File: src/rtl/obi_pkg.sv
// ---------------------------------------------------------------------------
// obi_pkg
// Shared OBI definitions for the data-bus demultiplexer and its helpers.
//   OBI_AW / OBI_DW : address and data width of the data bus
//   obi_req_t       : host-side request bundle (req, we, be, addr, wdata)
//   obi_rsp_t       : host-side response bundle (gnt, rvalid, err, rdata)
//   addr_rule_t     : one address region (base, mask)
//   addr_match()    : true when an address falls inside a region
// ---------------------------------------------------------------------------
package obi_pkg;

    localparam int OBI_AW = 32;
    localparam int OBI_DW = 32;

    typedef struct packed {
        logic              req;
        logic              we;
        logic [3:0]        be;
        logic [OBI_AW-1:0] addr;
        logic [OBI_DW-1:0] wdata;
    } obi_req_t;

    typedef struct packed {
        logic              gnt;
        logic              rvalid;
        logic              err;
        logic [OBI_DW-1:0] rdata;
    } obi_rsp_t;

    typedef struct packed {
        logic [OBI_AW-1:0] base;
        logic [OBI_AW-1:0] mask;
    } addr_rule_t;

    // A region matches when the masked address equals the region base.
    function automatic logic addr_match(input logic [OBI_AW-1:0] addr,
                                        input addr_rule_t        rule);
        return (addr & rule.mask) == rule.base;
    endfunction

endpackage

File: src/rtl/obi_err_slave.sv
// ---------------------------------------------------------------------------
// obi_err_slave
// Single-cycle error responder used for addresses that hit no region.
// Every accepted request is answered exactly one cycle later with err=1 and
// rdata=0, so back-to-back accepts give back-to-back responses.
// Ports:
//   clk_i, rst_ni : clock and asynchronous active-low reset
//   accept_i      : an unmapped request was accepted this cycle
//   rvalid_o      : error response valid (registered)
//   err_o         : error flag of the response
//   rdata_o       : read data of the response (always zero)
// ---------------------------------------------------------------------------
module obi_err_slave
    import obi_pkg::*;
(
    input  logic              clk_i,
    input  logic              rst_ni,
    input  logic              accept_i,
    output logic              rvalid_o,
    output logic              err_o,
    output logic [OBI_DW-1:0] rdata_o
);

    logic err_rvalid;

    // The response simply follows the accept by one cycle; no further state
    // is needed because the demux never lets more than one source own the
    // outstanding responses.
    always_ff @(posedge clk_i or negedge rst_ni) begin
        if (!rst_ni) begin
            err_rvalid <= 1'b0;
        end else begin
            err_rvalid <= accept_i;
        end
    end

    assign rvalid_o = err_rvalid;
    assign err_o    = err_rvalid;
    assign rdata_o  = '0;

endmodule

File: src/rtl/obi_data_demux.sv
// ---------------------------------------------------------------------------
// obi_data_demux
// OBI data-bus demultiplexer between the core data port and NUM_TARGETS
// memory-mapped targets. Requests are routed by address region; responses
// return in order because a request to a different target is held off until
// every outstanding response of the current target has come back. Addresses
// that match no region are answered by an internal error responder.
// Ports:
//   clk_i, rst_ni        : clock and asynchronous active-low reset
//   host_req_i/we/addr/wdata/be : host request channel
//   host_gnt_o           : grant to the host (combinational)
//   host_rvalid_o/err_o/rdata_o : host response channel (combinational mux)
//   tgt_req_o            : one-hot request to the selected target
//   tgt_addr_o/wdata_o/be_o/we_o : request fields broadcast to all targets
//   tgt_gnt_i/rvalid_i/err_i     : per-target grant and response flags
//   tgt_rdata_i          : per-target read data, target i at [i*32 +: 32]
// ---------------------------------------------------------------------------
module obi_data_demux
    import obi_pkg::*;
#(
    parameter int          NUM_TARGETS     = 4,
    parameter int          MAX_OUTSTANDING = 2,
    parameter logic [31:0] ADDR_BASE [NUM_TARGETS] =
        '{32'h0200_0000, 32'h1000_0000, 32'h1A11_0000, 32'h2000_0000},
    parameter logic [31:0] ADDR_MASK [NUM_TARGETS] =
        '{32'hFF00_0000, 32'hFFFF_0000, 32'hFFFF_0000, 32'hF000_0000}
) (
    input  logic                          clk_i,
    input  logic                          rst_ni,

    input  logic                          host_req_i,
    input  logic                          host_we_i,
    input  logic [OBI_AW-1:0]             host_addr_i,
    input  logic [OBI_DW-1:0]             host_wdata_i,
    input  logic [3:0]                    host_be_i,
    output logic                          host_gnt_o,
    output logic                          host_rvalid_o,
    output logic                          host_err_o,
    output logic [OBI_DW-1:0]             host_rdata_o,

    output logic [NUM_TARGETS-1:0]        tgt_req_o,
    output logic [OBI_AW-1:0]             tgt_addr_o,
    output logic [OBI_DW-1:0]             tgt_wdata_o,
    output logic [3:0]                    tgt_be_o,
    output logic                          tgt_we_o,
    input  logic [NUM_TARGETS-1:0]        tgt_gnt_i,
    input  logic [NUM_TARGETS-1:0]        tgt_rvalid_i,
    input  logic [NUM_TARGETS-1:0]        tgt_err_i,
    input  logic [NUM_TARGETS*OBI_DW-1:0] tgt_rdata_i
);

    localparam int               SEL_W   = $clog2(NUM_TARGETS + 1);
    localparam int               CNT_W   = $clog2(MAX_OUTSTANDING + 1);
    localparam logic [SEL_W-1:0] ERR_SEL = SEL_W'(NUM_TARGETS);
    localparam logic [CNT_W-1:0] CNT_MAX = CNT_W'(MAX_OUTSTANDING);

    obi_req_t         host_req;
    obi_rsp_t         host_rsp;
    addr_rule_t       rules [NUM_TARGETS];

    logic [SEL_W-1:0] sel;
    logic [SEL_W-1:0] cur_sel;
    logic [CNT_W-1:0] cnt;
    logic             stall;
    logic             sel_gnt;
    logic             accept;
    logic             err_accept;

    logic             err_rvalid;
    logic             err_err;
    logic [OBI_DW-1:0] err_rdata;

    logic             src_valid;
    logic             src_err;
    logic [OBI_DW-1:0] src_rdata;
    logic [NUM_TARGETS-1:0] own_mask;

    assign host_req = '{req:   host_req_i,
                        we:    host_we_i,
                        be:    host_be_i,
                        addr:  host_addr_i,
                        wdata: host_wdata_i};

    for (genvar g = 0; g < NUM_TARGETS; g++) begin : g_rules
        assign rules[g] = '{base: ADDR_BASE[g], mask: ADDR_MASK[g]};
    end

    // Address decode: walking from the top index down lets the lowest
    // matching region win when regions overlap.
    always_comb begin
        sel = ERR_SEL;
        for (int i = NUM_TARGETS - 1; i >= 0; i--) begin
            if (addr_match(host_req.addr, rules[i])) begin
                sel = SEL_W'(i);
            end
        end
    end

    // Hold off a request while the outstanding window is full, or while it
    // would go to a different source than the one still owing responses.
    assign stall = host_req.req &&
                   ((cnt == CNT_MAX) || ((cnt != '0) && (sel != cur_sel)));

    // Request routing and response muxing. The error responder grants
    // unconditionally; the response is gated by an outstanding transaction
    // so late or stray target responses never reach the host.
    always_comb begin
        tgt_req_o = '0;
        sel_gnt   = 1'b1;
        src_valid = 1'b0;
        src_err   = 1'b0;
        src_rdata = '0;
        own_mask  = '0;
        host_rsp  = '0;

        for (int i = 0; i < NUM_TARGETS; i++) begin
            if (sel == SEL_W'(i)) begin
                tgt_req_o[i] = host_req.req && !stall;
                sel_gnt      = tgt_gnt_i[i];
            end
            if (cur_sel == SEL_W'(i)) begin
                src_valid   = tgt_rvalid_i[i];
                src_err     = tgt_err_i[i];
                src_rdata   = tgt_rdata_i[i*OBI_DW +: OBI_DW];
                own_mask[i] = 1'b1;
            end
        end

        if (cur_sel == ERR_SEL) begin
            src_valid = err_rvalid;
            src_err   = err_err;
            src_rdata = err_rdata;
        end

        host_rsp.gnt    = !stall && sel_gnt;
        host_rsp.rvalid = src_valid && (cnt != '0);
        host_rsp.err    = host_rsp.rvalid && src_err;
        host_rsp.rdata  = host_rsp.rvalid ? src_rdata : '0;
    end

    assign host_gnt_o    = host_rsp.gnt;
    assign host_rvalid_o = host_rsp.rvalid;
    assign host_err_o    = host_rsp.err;
    assign host_rdata_o  = host_rsp.rdata;

    assign tgt_addr_o  = host_req.addr;
    assign tgt_wdata_o = host_req.wdata;
    assign tgt_be_o    = host_req.be;
    assign tgt_we_o    = host_req.we;

    assign accept     = host_req.req && host_rsp.gnt;
    assign err_accept = accept && (sel == ERR_SEL);

    // Outstanding counter and owner. An accept together with a response
    // leaves the count unchanged; the count cannot overflow because a full
    // window stalls, and cannot underflow because rvalid is gated by cnt!=0.
    always_ff @(posedge clk_i or negedge rst_ni) begin
        if (!rst_ni) begin
            cnt     <= '0;
            cur_sel <= '0;
        end else begin
            if (accept) begin
                cur_sel <= sel;
            end
            if (accept && !host_rsp.rvalid) begin
                cnt <= cnt + CNT_W'(1);
            end else if (!accept && host_rsp.rvalid) begin
                cnt <= cnt - CNT_W'(1);
            end
        end
    end

    obi_err_slave u_err_slave (
        .clk_i    (clk_i),
        .rst_ni   (rst_ni),
        .accept_i (err_accept),
        .rvalid_o (err_rvalid),
        .err_o    (err_err),
        .rdata_o  (err_rdata)
    );

    // Target protocol checks. Offending responses are already dropped by the
    // response mux; these only make the misbehaving target visible.
    always_ff @(posedge clk_i) begin
        if (rst_ni) begin
            assert ((tgt_rvalid_i & ~own_mask) == '0)
                else $warning("obi_data_demux: rvalid from a target not owning the bus, dropped");
            assert (!((|tgt_rvalid_i) && (cnt == '0)))
                else $warning("obi_data_demux: rvalid with no outstanding transaction, dropped");
        end
    end

endmodule
File: config.mk
export PLATFORM = sky130hd
export DESIGN_NAME = obi_data_demux
export DESIGN_NICKNAME = d
export VERILOG_FILES = /design/src/rtl/obi_pkg.sv /design/src/rtl/obi_err_slave.sv /design/src/rtl/obi_data_demux.sv
export SDC_FILE = /design/constraint.sdc
export NUM_CORES = 1
export LEC_CHECK = 0
export ABC_AREA = 1
export CAP_MARGIN = 25
export CORE_AREA = 2 2 124 126
export CTS_CLUSTER_DIAMETER = 60
export DETAILED_ROUTE_END_ITERATION = 12
export DIE_AREA = 0 0 126 128
export GPL_TIMING_DRIVEN = 0
export SLEW_MARGIN = 20
export SYNTH_ARGS = -nofsm -noshare
export SYNTH_HDL_FRONTEND = slang
export SYNTH_HIERARCHICAL = 1
export SYNTH_SLANG_ARGS = --single-unit
File: constraint.sdc
create_clock -name clk_i -period 3.14 [get_ports clk_i]
set_input_delay 0.942 -clock clk_i [delete_from_list [all_inputs] [get_ports clk_i]]
set_output_delay 0.942 -clock clk_i [all_outputs]
set_load 0.01 [all_outputs]
Word-level counts from Yosys, hierarchy flattened
Index checks and enable logic that the tools add are counted.
{"block": "totals", "regBits": 6}
{"block": "op_classes", "add_sub_neg": 2, "eq_ne": 14, "n_mux": 30, "reduce_logical": 18}
{"op": "$mux 32", "count": 6}
{"op": "$eq 16x13->1 const B", "count": 2}
{"op": "$mux 1", "count": 18}
{"op": "$eq 3x2->1 const B", "count": 4}
{"op": "$mux 3", "count": 4}
{"op": "$logic_and 1x1->1", "count": 10}
{"op": "$eq 8x2->1 const B", "count": 1}
{"op": "$eq 3x1->1 const B", "count": 2}
{"op": "$eq 3x3->1 const B", "count": 2}
{"op": "$logic_not 3->1", "count": 2}
{"op": "$eq 4x2->1 const B", "count": 1}
{"op": "$mux 2", "count": 2}
{"op": "$reduce_bool 2->1", "count": 2}
{"op": "$logic_not 1->1", "count": 3}
{"op": "$ne 3x3->1", "count": 1}
{"op": "$add 2x1->2 const B", "count": 1}
{"op": "$eq 2x2->1 const B", "count": 1}
{"op": "$sub 2x1->2 const B", "count": 1}
{"op": "$logic_or 1x1->1", "count": 1}

Depth between registers and ports, before layout
{"block": "depth", "word_depth": 16, "mapped_depth": 17, "ltp_nobuf": 17}

By module
Netlist, hierarchy kept.
{"mod": "obi_data_demux", "n_inst": 1, "cells_each": 422, "area_per_inst_um2": 2316.0, "seq_area_each_um2": 125.1}
{"mod": "obi_err_slave", "n_inst": 1, "cells_each": 35, "area_per_inst_um2": 276.5, "seq_area_each_um2": 25.0}

Least setup slack after synthesis
Ideal clock, no wire load.
{"block": "synth_path", "path_kind": "input -> output", "from": "input host_addr_i[31]", "to": "output tgt_req_o[0]", "t_arrival_ns": 2.089, "required_time_ns": 2.198, "setup_slack_ns": 0.109, "path_stages": 11, "path_buffers": 0, "cell_sequence": "nor2_1 -> nand2_1 -> nor2_1 -> nand2_1 -> nand2_1 -> nand2_1 -> nand2_1 -> nand4_1 -> nand2_1 -> nand2_1 -> nor2_1"}
{"block": "synth_via", "elab_chain_len": 12, "elab_cells_between_ends": 16, "classes_between": "eq/ne: 5; mux: 5; reduce/logical: 6"}
{"item": "start, declared", "line_no": "obi_data_demux.sv:33", "text": "input logic [OBI_AW-1:0] host_addr_i,"}
{"item": "$eq 4x2->1", "line_no": "obi_pkg.sv:38", "text": "return (addr & rule.mask) == rule.base;"}
{"item": "$mux 3 (3 in a row)", "line_no": "obi_data_demux.sv:93", "text": "if (addr_match(host_req.addr, rules[i])) begin"}
{"item": "$mux 3 (*)", "line_no": "obi_data_demux.sv:93"}
{"item": "$ne 3x3->1", "line_no": "obi_data_demux.sv:102", "text": "((cnt == CNT_MAX) || ((cnt != '0) && (sel != cur_sel)));"}
{"item": "$logic_and 1x1->1", "line_no": "obi_data_demux.sv:102"}
{"item": "$logic_or 1x1->1", "line_no": "obi_data_demux.sv:102"}
{"item": "$logic_and 1x1->1", "line_no": "obi_data_demux.sv:101", "text": "assign stall = host_req.req &&"}
{"item": "$logic_not 1->1", "line_no": "obi_data_demux.sv:118", "text": "tgt_req_o[i] = host_req.req && !stall;"}
{"item": "$logic_and 1x1->1", "line_no": "obi_data_demux.sv:118"}
{"item": "$mux 1 (*)", "line_no": "obi_data_demux.sv:117", "text": "if (sel == SEL_W'(i)) begin"}
{"item": "end, declared", "line_no": "obi_data_demux.sv:41", "text": "output logic [NUM_TARGETS-1:0] tgt_req_o,"}
Mark *: on every way between the ends. The rest lies on a longest branch, timed or not.

Final worst setup path
Same ends and word-level chain as after synthesis.

==> results <==
cell usage in the layout (no fill, tap or decap), types with 2 or more instances in the layout:
| cell | count |
|---|---|
| nand2_4 | 3 |
| nand4_1 | 6 |
| buf_4 | 146 |
| nand2_1 | 85 |
| nand3_1 | 72 |
| clkbuf_16 | 3 |
| buf_8 | 3 |
| o21ai_1 | 10 |
| nor2_1 | 41 |
| clkdlybuf4s15_1 | 2 |
| o21ai_0 | 16 |
| clkbuf_2 | 6 |
| buf_6 | 11 |
| o22ai_1 | 2 |
| a211oi_1 | 33 |
| nor2_4 | 5 |
| clkdlybuf4s50_1 | 207 |
| clkbuf_1 | 9 |
| nor3_4 | 2 |
| nand2_2 | 6 |
| dfrtp_1 | 6 |
| nor2_2 | 8 |
| buf_12 | 2 |
| conb_1 | 32 |
| inv_1 | 10 |
| o21ai_2 | 9 |
| buf_2 | 51 |
| inv_2 | 3 |
flip-flops by register name, indices dropped and copies added (netlist names):
signal and count:
cur_sel 3, cnt 2, u_err_slave/err_o 1
through the flow:
step	worst slack [ns]	cell area [um2]	hold slack, ns
final	-0.07829	6055	0.5056
after global routing	-0.1918	6055	0.5448
after CTS	-0.04989	5966	0.5056
after detailed placement	-1.067	5607	0.4973
after global placement	-1.070	5607	0.4920
after floorplan	0.1085	2709	0.4671
layer usage:
metal	share of wire [%]	wire [um]	vias up
met2	54	7626	152
li1	-	-	2096
met5	0	0	-
met3	6.2	886	0
met4	0	0	0
met1	40	5727	1783
kinds of logic after synthesis:
group,after synthesis,synth area share [%]
buffers and inverters,144,36.05
DFF,6,5.791
AOI/OAI and AO/OA,73,18.19
and+or+nand+nor,230,38.66
xor gates and xnor gates,2,0.6758
other,1,0.1446
adders and majority gates,1,0.4825
power by group through the flow:
stage               clock, mW  sequential (mW)  combinational [mW]
finish                  0.205            0.134                2.98
global route            0.212            0.137                3.31
CTS                     0.209            0.131                3.04
detailed placement          0            0.130                2.78
global placement            0            0.129                2.77
floorplan                   0            0.126                1.49
worst reg2reg max path: stages (launching register included):
cell     delay (ns)
dfrtp_1        0.36
buf_6          0.14
nor2_4         0.26
a32o_2         0.25
nor2_4         0.05
a31oi_4        0.16
buf_12         0.17
buf_16         0.13
inv_1          0.04
ha_1           0.31
a21oi_1        0.11
o21ai_0        0.11
xor2_1         0.15
worst paths after layout:
| path | slack (ns) | to | from | depth (start not counted) |
|---|---|---|---|---|
| max reg2reg | 0.78 | cnt[1] | cur_sel[0] | 12 |
| max in group asynchronous | 1.95 | cur_sel[2] | rst_ni | 1 |
| min reg2reg | 0.51 | cnt[0] | cnt[0] | 1 |
| min in group asynchronous | 0.97 | cnt[1] | rst_ni | 1 |
| min | 0.51 | cnt[0] | cnt[0] | 1 |
| max | -0.08 | tgt_req_o[0] | host_addr_i[31] | 13 |
repair_timing:
item / CTS / global route
gates resized for setup: 284 / 38
gates cloned: 3 / 0
endpoints found under the setup margin: 40 / 42
buffers inserted: 42 / 7
pin swaps: 32 / 21
final cells by class:
type	instances	area (um2)
Fill cell	1599	8810
Multi-Input combinational cell	338	1757
Clock buffer	3	75.07
Timing Repair Buffer	315	2855
Buffer	125	908.4
Inverter	16	73.82
Tap cell	188	235.2
Sequential cell	6	150.1
==> run metrics <==
status finished, violations left; failing checks negative setup slack; met3 Use GR 2.588%; Final period util 102.5%; largest net degree at the start of global routing 11; worst slew pin tran 0.5632 ns; cell internal pwr 1.666 mW; #FFs+latches synth 6; synth unique cells 26; Final Hold Violating Endpoints 0; critical path class primary input to primary output; Final ANT Viol Nets 0; post-layout min period 3.218 ns; die span in x 126 um; Main synth FF type dfrtp_1; CTS H-Tree Depth 1; setup total negative slack -0.3310 ns; Initial Util 17.44%; Die Y-Extent 128 um; final critical-path setup slack -0.07829 ns; net count reported at finish 1,018; Synth top area share 30.12%; sequential share of the synthesized area 5.792%; clk root buf clkbuf_16; drt total wl 14,240 um; grt total ovfl 0; Max-Cap Viols 0; Switch Pwr 1.648 mW; WP buf/inv 2; HPWL after detailed placement 10,880 um; CP max-delay cell nor2_4; number of synthesized flops with an enable pin 0; sequential share of power 4.0%; GR Layer Usage met2 31.56%; Post-synth ARST share 100.0%; hold buffers post-CTS 0; Syn-to-layout area delta 133.5%; total vias in the final route 4,031; most frequent CP cell nand2_2; Remaining DRCs 0; Arrival @ worst endpoint 2.28 ns; Final Non-Filler Cells 991; Switching Share 49.72%; slowest stage delay, CP 0.15 ns; TritonCTS Buffers 3; clk_skew 0.0002681 ns; Ports 320; met1 Track Usage GR 20.09%; Hold Crit Class flop to flop; final slew viol count 0; Routed WL per cell 14.37 um; fmax 0.3107 GHz; Pwr per Cell Area 547.4 mW/mm2; CTS tree done; vias in the first global route 3,899; placement row count 45; busiest grt layer met2; Mapped Cells 457; Clk Latency, worst-skew pair 0.23 ns; CTS Sinks 6; ANT cells 0; Crit path max-delay family simple AND/OR/NAND/NOR gates; Syn Area/Cell 5.673 um2; worst relative slew slack 62.45%; Synth Warn # 6; Worst-path clk slew 0.03 ns; Post-Syn Area 0.002592 mm2; fin util 40.73%; Comb power frac 89.8%; core area 0.01486 mm2; Clk pwr share 6.2%; count leader, synth buf_4; layout cells sized above 1 33.25%; GP Congestion 0.8310; ranking of synthesized cells by area buf_4, nand3_1, nand2_1, a211oi_1, nor2_1; area leader, netlist buf_4; routed vias/inst 4.068; endpoint type of the worst setup path primary output; WP data required 2.20 ns; PortBufs 266; Pleak 2.860 nW; Post-Place Cells 942; CP max FO 4; first-pass GRT wire length 21,290 um; VDD IR max 0.4421 mV; crit start category primary input; RSZ-0062 raised after global routing true; Final Power 3.314 mW; die area 0.01613 mm2; initial antenna violation count 0; critical path cell sequence buf_6, nor2_4, nand2_2, nor2_4, nand2_2, nand2_2, nand2_1, nand2_1, nand4_1, nand2_2, nand2_4, nor2_1, buf_2; DRT iter0 DRCs 93; Clock Path Buffers 2; DR pass1 iterations 4; Post-synth top cells buf_4, nand2_1, nand3_1, nor2_1, a211oi_1; All-Layer GR Usage 16.44%; Setup violations, final 6
Power figures use the tool's default switching activity.
==> variant 1 (config.mk and constraints unchanged) <==
Make the reset (`rst_ni`) synchronous in 2 clocked blocks. Comments in the files are not updated.
--- a/src/rtl/obi_err_slave.sv
+++ b/src/rtl/obi_err_slave.sv
@@ -27,5 +27,5 @@
     // is needed because the demux never lets more than one source own the
     // outstanding responses.
-    always_ff @(posedge clk_i or negedge rst_ni) begin
+    always_ff @(posedge clk_i) begin
         if (!rst_ni) begin
             err_rvalid <= 1'b0;
--- a/src/rtl/obi_data_demux.sv
+++ b/src/rtl/obi_data_demux.sv
@@ -155,5 +155,5 @@
     // leaves the count unchanged; the count cannot overflow because a full
     // window stalls, and cannot underflow because rvalid is gated by cnt!=0.
-    always_ff @(posedge clk_i or negedge rst_ni) begin
+    always_ff @(posedge clk_i) begin
         if (!rst_ni) begin
             cnt     <= '0;
Behaviour: differs if rst_ni is asserted again (counterexample within 4 cycles, from zero or initial values and one cycle with rst_ni low); with rst_ni held inactive, the same outputs for 10 cycles.
==> variant 1 against the original RTL <==
The flow still finishes with violations (negative setup slack); total power shrank 14%; routed wire length grew 1.6%; worst setup slack worse by 31 ps; area after synthesis rose by 9.9%; sequential cell count is the same; count of clock-buffer cells in the layout stayed put; cell area grew 5.6%; largest cell class unchanged; largest power group unchanged.
==> variant 1: results (changes against the original RTL) <==
status: "finished with violations"
failed_checks: "negative setup slack"
r2r_end: "cnt[1]"
grt_util_met1_pct: 19.1  # -1.0 points
post-place-ws_ps: -1010  # +54.3 ps
vdd_drop_max_uv: 316  # -28%
reg2reg_slack_ps: 990  # +210 ps
viasPerCell: 4.21  # +3.4%
setup-tns-final_ps: -329  # +1.52 ps
wl_met2_um: 8130  # +6.6%
dp.cells: 886  # -5.9%
fin_ws_ps: -109  # -31.1 ps
cts_buffers: 3  # unchanged
powerDensity_nw_per_um2: 444  # -19%
grt_pass1_vias: 4011  # +2.9%
post_dp_cell_area_um2: 5860  # +4.6%
grt_use_met3_pct: 2.13  # -0.46 points
reg2regPathDepth: 14  # +2
hold_depth: 2  # +1
ctsLongestPathBuffers: 2  # unchanged
ys_seq_area_share_pct: 4.22  # -1.6 points
min_to: "cnt[1]"
top_register: "cur_sel"
dpl.hpwl_um: 11200  # +3.3%
synth.top_cells.by_count: "buf_4 (102), nand2_1 (88), a22oi_1 (33)"
largest_register_ff_count: 3  # unchanged
synth.area.top_cells: "buf_4 (27%), a41oi_2 (17%), nand2_1 (12%)"
wl_per_cell_um: 15.8  # +10%
top_layer_used: "met4"
r2r-start: "cur_sel[1]"
wl_met1_um: 5440  # -4.9%
worst_slew_pin_slew_ps: 608  # +45.2 ps
synth-async-reset-ratio_pct: 0  # -100 points
crit_fanout: 4  # unchanged
synthFlopType: "dfxtp_1"
fillers: 1489  # -6.9%
skew_ps: 1.92  # +1.65 ps
cp.arrival_ps: 2310  # +30 ps
syn_inst: 401  # -12%
setup_viol: 5  # -1
hold-worst-slack_ps: 477  # -29.0 ps
finalWirelength_um: 14500  # +1.6%
wl_met3_um: 826  # -6.8%
grt_max_degree: 11  # unchanged
drt-initial-drc-count: 117  # +26%
p_leak_nw: 2.58  # -9.9%
met2_usage_pct: 32.8  # +1.2 points
grt.total_usage_pct: 16.4  # -0.073 points
grt_pass1_wl_um: 21500  # +1.1%
gp_congestion: 0.788  # -5.2%
hp-start: "cnt[1]"
antenna_found_initial: 0  # unchanged
layout.nets: 941  # -7.6%
yosysUniqueCellTypes: 35  # +35%
drive_gt1_share_pct: 43.7  # +10 points
## variant 1: power breakdown
group	leakage [nW]	switching, mW	internal (mW)	total (mW)
logic	2.49	1.28	1.23	2.51
registers	0.0500	0.0189	0.103	0.122
clock network	0.0370	0.0453	0.164	0.209
## variant 1: logic make-up (layout without fill, tap and decap cells)
logic type / after synthesis / in the layout / share of synthesized area [%]
simple gates: 135 / 135 / 21.2
xor+xnor: 1 / 1 / 0.307
other cells: 1 / 32 / 0.132
buf+inv: 146 / 440 / 35.0
flops: 6 / 6 / 4.22
fa+ha+maj: 1 / 1 / 0.439
compound gates: 111 / 111 / 38.6
## variant 1: critical path: stages
cell and delay [ps]:
buf_6 100, nor2_4 130, nand2_2 80, nor2_4 130, nand2_2 90, nand2_4 90, nand2_2 50, a21oi_2 150
nand3_2 110, nand2_4 90, nand2_4 70, nor2_1 120, buf_2 160
## variant 1: final cells by class
type / instances / share of cell area (%)
Timing Repair Buffer: 295 / 43.2
Multi-Input combinational cell: 280 / 34.5
Buffer: 121 / 14.2
Tap cell: 188 / 3.68
Sequential cell: 6 / 1.90
Inverter: 21 / 1.39
Clock buffer: 3 / 1.17
## variant 1: worst max-delay path by stage
stage	start	to	slack, ps
5_1_grt	host_addr_i[16]	tgt_req_o[2]	-240
2_1_floorplan	host_addr_i[31]	tgt_req_o[0]	110
4_1_cts	host_addr_i[25]	tgt_req_o[0]	-50
3_3_place_gp	host_addr_i[25]	tgt_req_o[0]	-990
3_5_place_dp	host_addr_i[25]	tgt_req_o[3]	-1010
6_report	host_addr_i[31]	tgt_req_o[2]	-110
## variant 1: what timing repair did
item,4_1_cts,5_1_grt
pin swaps,29,13
gates resized for setup,285,53
cloned,3,0
hold endpoints to repair,0,0
buffers inserted,23,4
endpoints found under the setup margin,40,40
==> variant 2 (same settings) <==
Made on the original files. Set the package constant `OBI_DW` to 24 (it was 32).
--- a/src/rtl/obi_pkg.sv
+++ b/src/rtl/obi_pkg.sv
@@ -11,5 +11,5 @@
 
     localparam int OBI_AW = 32;
-    localparam int OBI_DW = 32;
+    localparam int OBI_DW = 24;
 
     typedef struct packed {
Ports: changed (resized host_rdata_o, host_wdata_i, tgt_rdata_i and tgt_wdata_o); port bits go from 320 to 264. No check against the original RTL was run, so the function may have changed too.
==> variant 2 against the original RTL <==
The flow still finishes with violations (negative setup slack); routed wire length fell by 18%; sequential cell count did not move; cell area fell by 18%; maximum frequency rose by 0.25%; total power fell by 22%; worst hold slack improved by 2.3 ps; via count fell by 18%; worst setup slack improved by 8.0 ps; area after synthesis fell by 16%.
==> variant 2: results (changes against the original RTL) <==
synth.area.top_cells: "buf_4 (30%), nand2_1 (14%), nand3_1 (13%)"
status: "finished with violations"
gp_congestion: 0.817  # -1.6%
cp.arrival_ps: 2270
setup_viol: 4  # -2
yosysWarnings: 6  # unchanged
fillers: 1625  # +1.6%
p_leak_nw: 2.32  # -19%
post_dp_cell_area_um2: 4680  # -17%
finalWirelength_um: 11700  # -18%
drive_gt1_share_pct: 32.7  # -0.53 points
reg2reg_slack_ps: 970  # +190 ps
skew_ps: 1.92  # +1.65 ps
vias: 3305  # -18%
largest_register_ff_count: 3  # unchanged
grt_pass1_vias: 2988  # -23%
grt.total_usage_pct: 13.1  # -3.3 points
layout.nets: 832  # -18%
failed_checks: "negative setup slack"
port_buffers: 218  # -18%
vdd_drop_max_uv: 198  # -55%
drt-initial-drc-count: 104  # +12%
start_util_pct: 14.6  # -2.8 points
synth.top_cells.by_count: "buf_4 (86), nand2_1 (81), nand3_1 (57)"
cts_buffers: 3  # unchanged
top_register: "cur_sel"
post-place-ws_ps: -1080  # -11.8 ps
setup-tns-final_ps: -236  # +95.5 ps
r2r-start: "cur_sel[2]"
cp-endpoint: "tgt_req_o[3]"
ys_seq_area_share_pct: 6.91  # +1.1 points
fin_ws_ps: -70.2  # +8.04 ps
yosysUniqueCellTypes: 24  # -7.7%
grt_pass1_wl_um: 16800  # -21%
dpl.hpwl_um: 9420  # -13%
max_slew_margin_pct: 59.3  # -3.2 points
[variant 2: power breakdown]
group | leakage (nW) | switching (mW) | internal, mW
Combinational | 2.21 | 1.24 | 0.999
Clock | 0.0370 | 0.0412 | 0.163
Sequential | 0.0755 | 0.0183 | 0.112
[variant 2: worst min path at each step]
| stage | end | cells after the start | from |
|---|---|---|---|
| after floorplan | cnt[0] | 1 | cnt[0] |
| after global placement | cnt[0] | 1 | cnt[0] |
| after detailed placement | cnt[0] | 1 | cnt[0] |
| after CTS | cnt[0] | 1 | cnt[0] |
| after global routing | cnt[0] | 1 | cnt[0] |
| final | cnt[0] | 1 | cnt[0] |
[variant 2: area by class of cell]
cell class              count  area, um2  share of cell area (%)
plain buffers             105        754                    15.2
repair buffers            243       2230                    44.7
flip-flops and latches      6        150                    3.02
inverters                  18       77.6                    1.56
repair inverters            1       7.51                   0.151
well taps                 188        235                    4.72
clock buffers               3       75.1                    1.51
multi-input cells         281       1450                    29.2
[variant 2: timing repair]
| item | 4_1_cts | 5_1_grt |
|---|---|---|
| gates resized for setup | 244 | 38 |
| endpoints found under the setup margin | 32 | 31 |
| pin swaps | 28 | 15 |
| gates cloned | 3 | 0 |
| buffers inserted | 13 | 10 |
[variant 2: kinds of logic (layout without fill, tap and decap cells)]
family                     Yosys count  in the layout  share of synthesized area [%]
other                                1             24                          0.173
and+or+nand+nor                    171            171                           35.1
buffers and inverters              123            370                           36.9
DFF                                  6              6                           6.91
AOI/OAI and AO/OA                   83             83                           19.5
xor gates and xnor gates             2              2                          0.807
adders and majority gates            1              1                          0.576
[variant 2: layer usage]
metal | wire length [um] | vias to the layer above | track usage [%]
met1 | 4760 | 1451 | 15.6
met4 | 85 | 0 | 2.07
li1 | - | 1714 | -
met2 | 6100 | 132 | 24.7
met3 | 776 | 8 | 2.71
met5 | 0 | - | 0
[variant 2: through the flow]
step	power [mW]	hold slack, ps	cells
3_5_place_dp	2.28	511	816
6_report	2.57	508	845
4_1_cts	2.47	518	835
3_3_place_gp	2.28	501	816
2_1_floorplan	1.28	467	410
5_1_grt	2.82	539	845
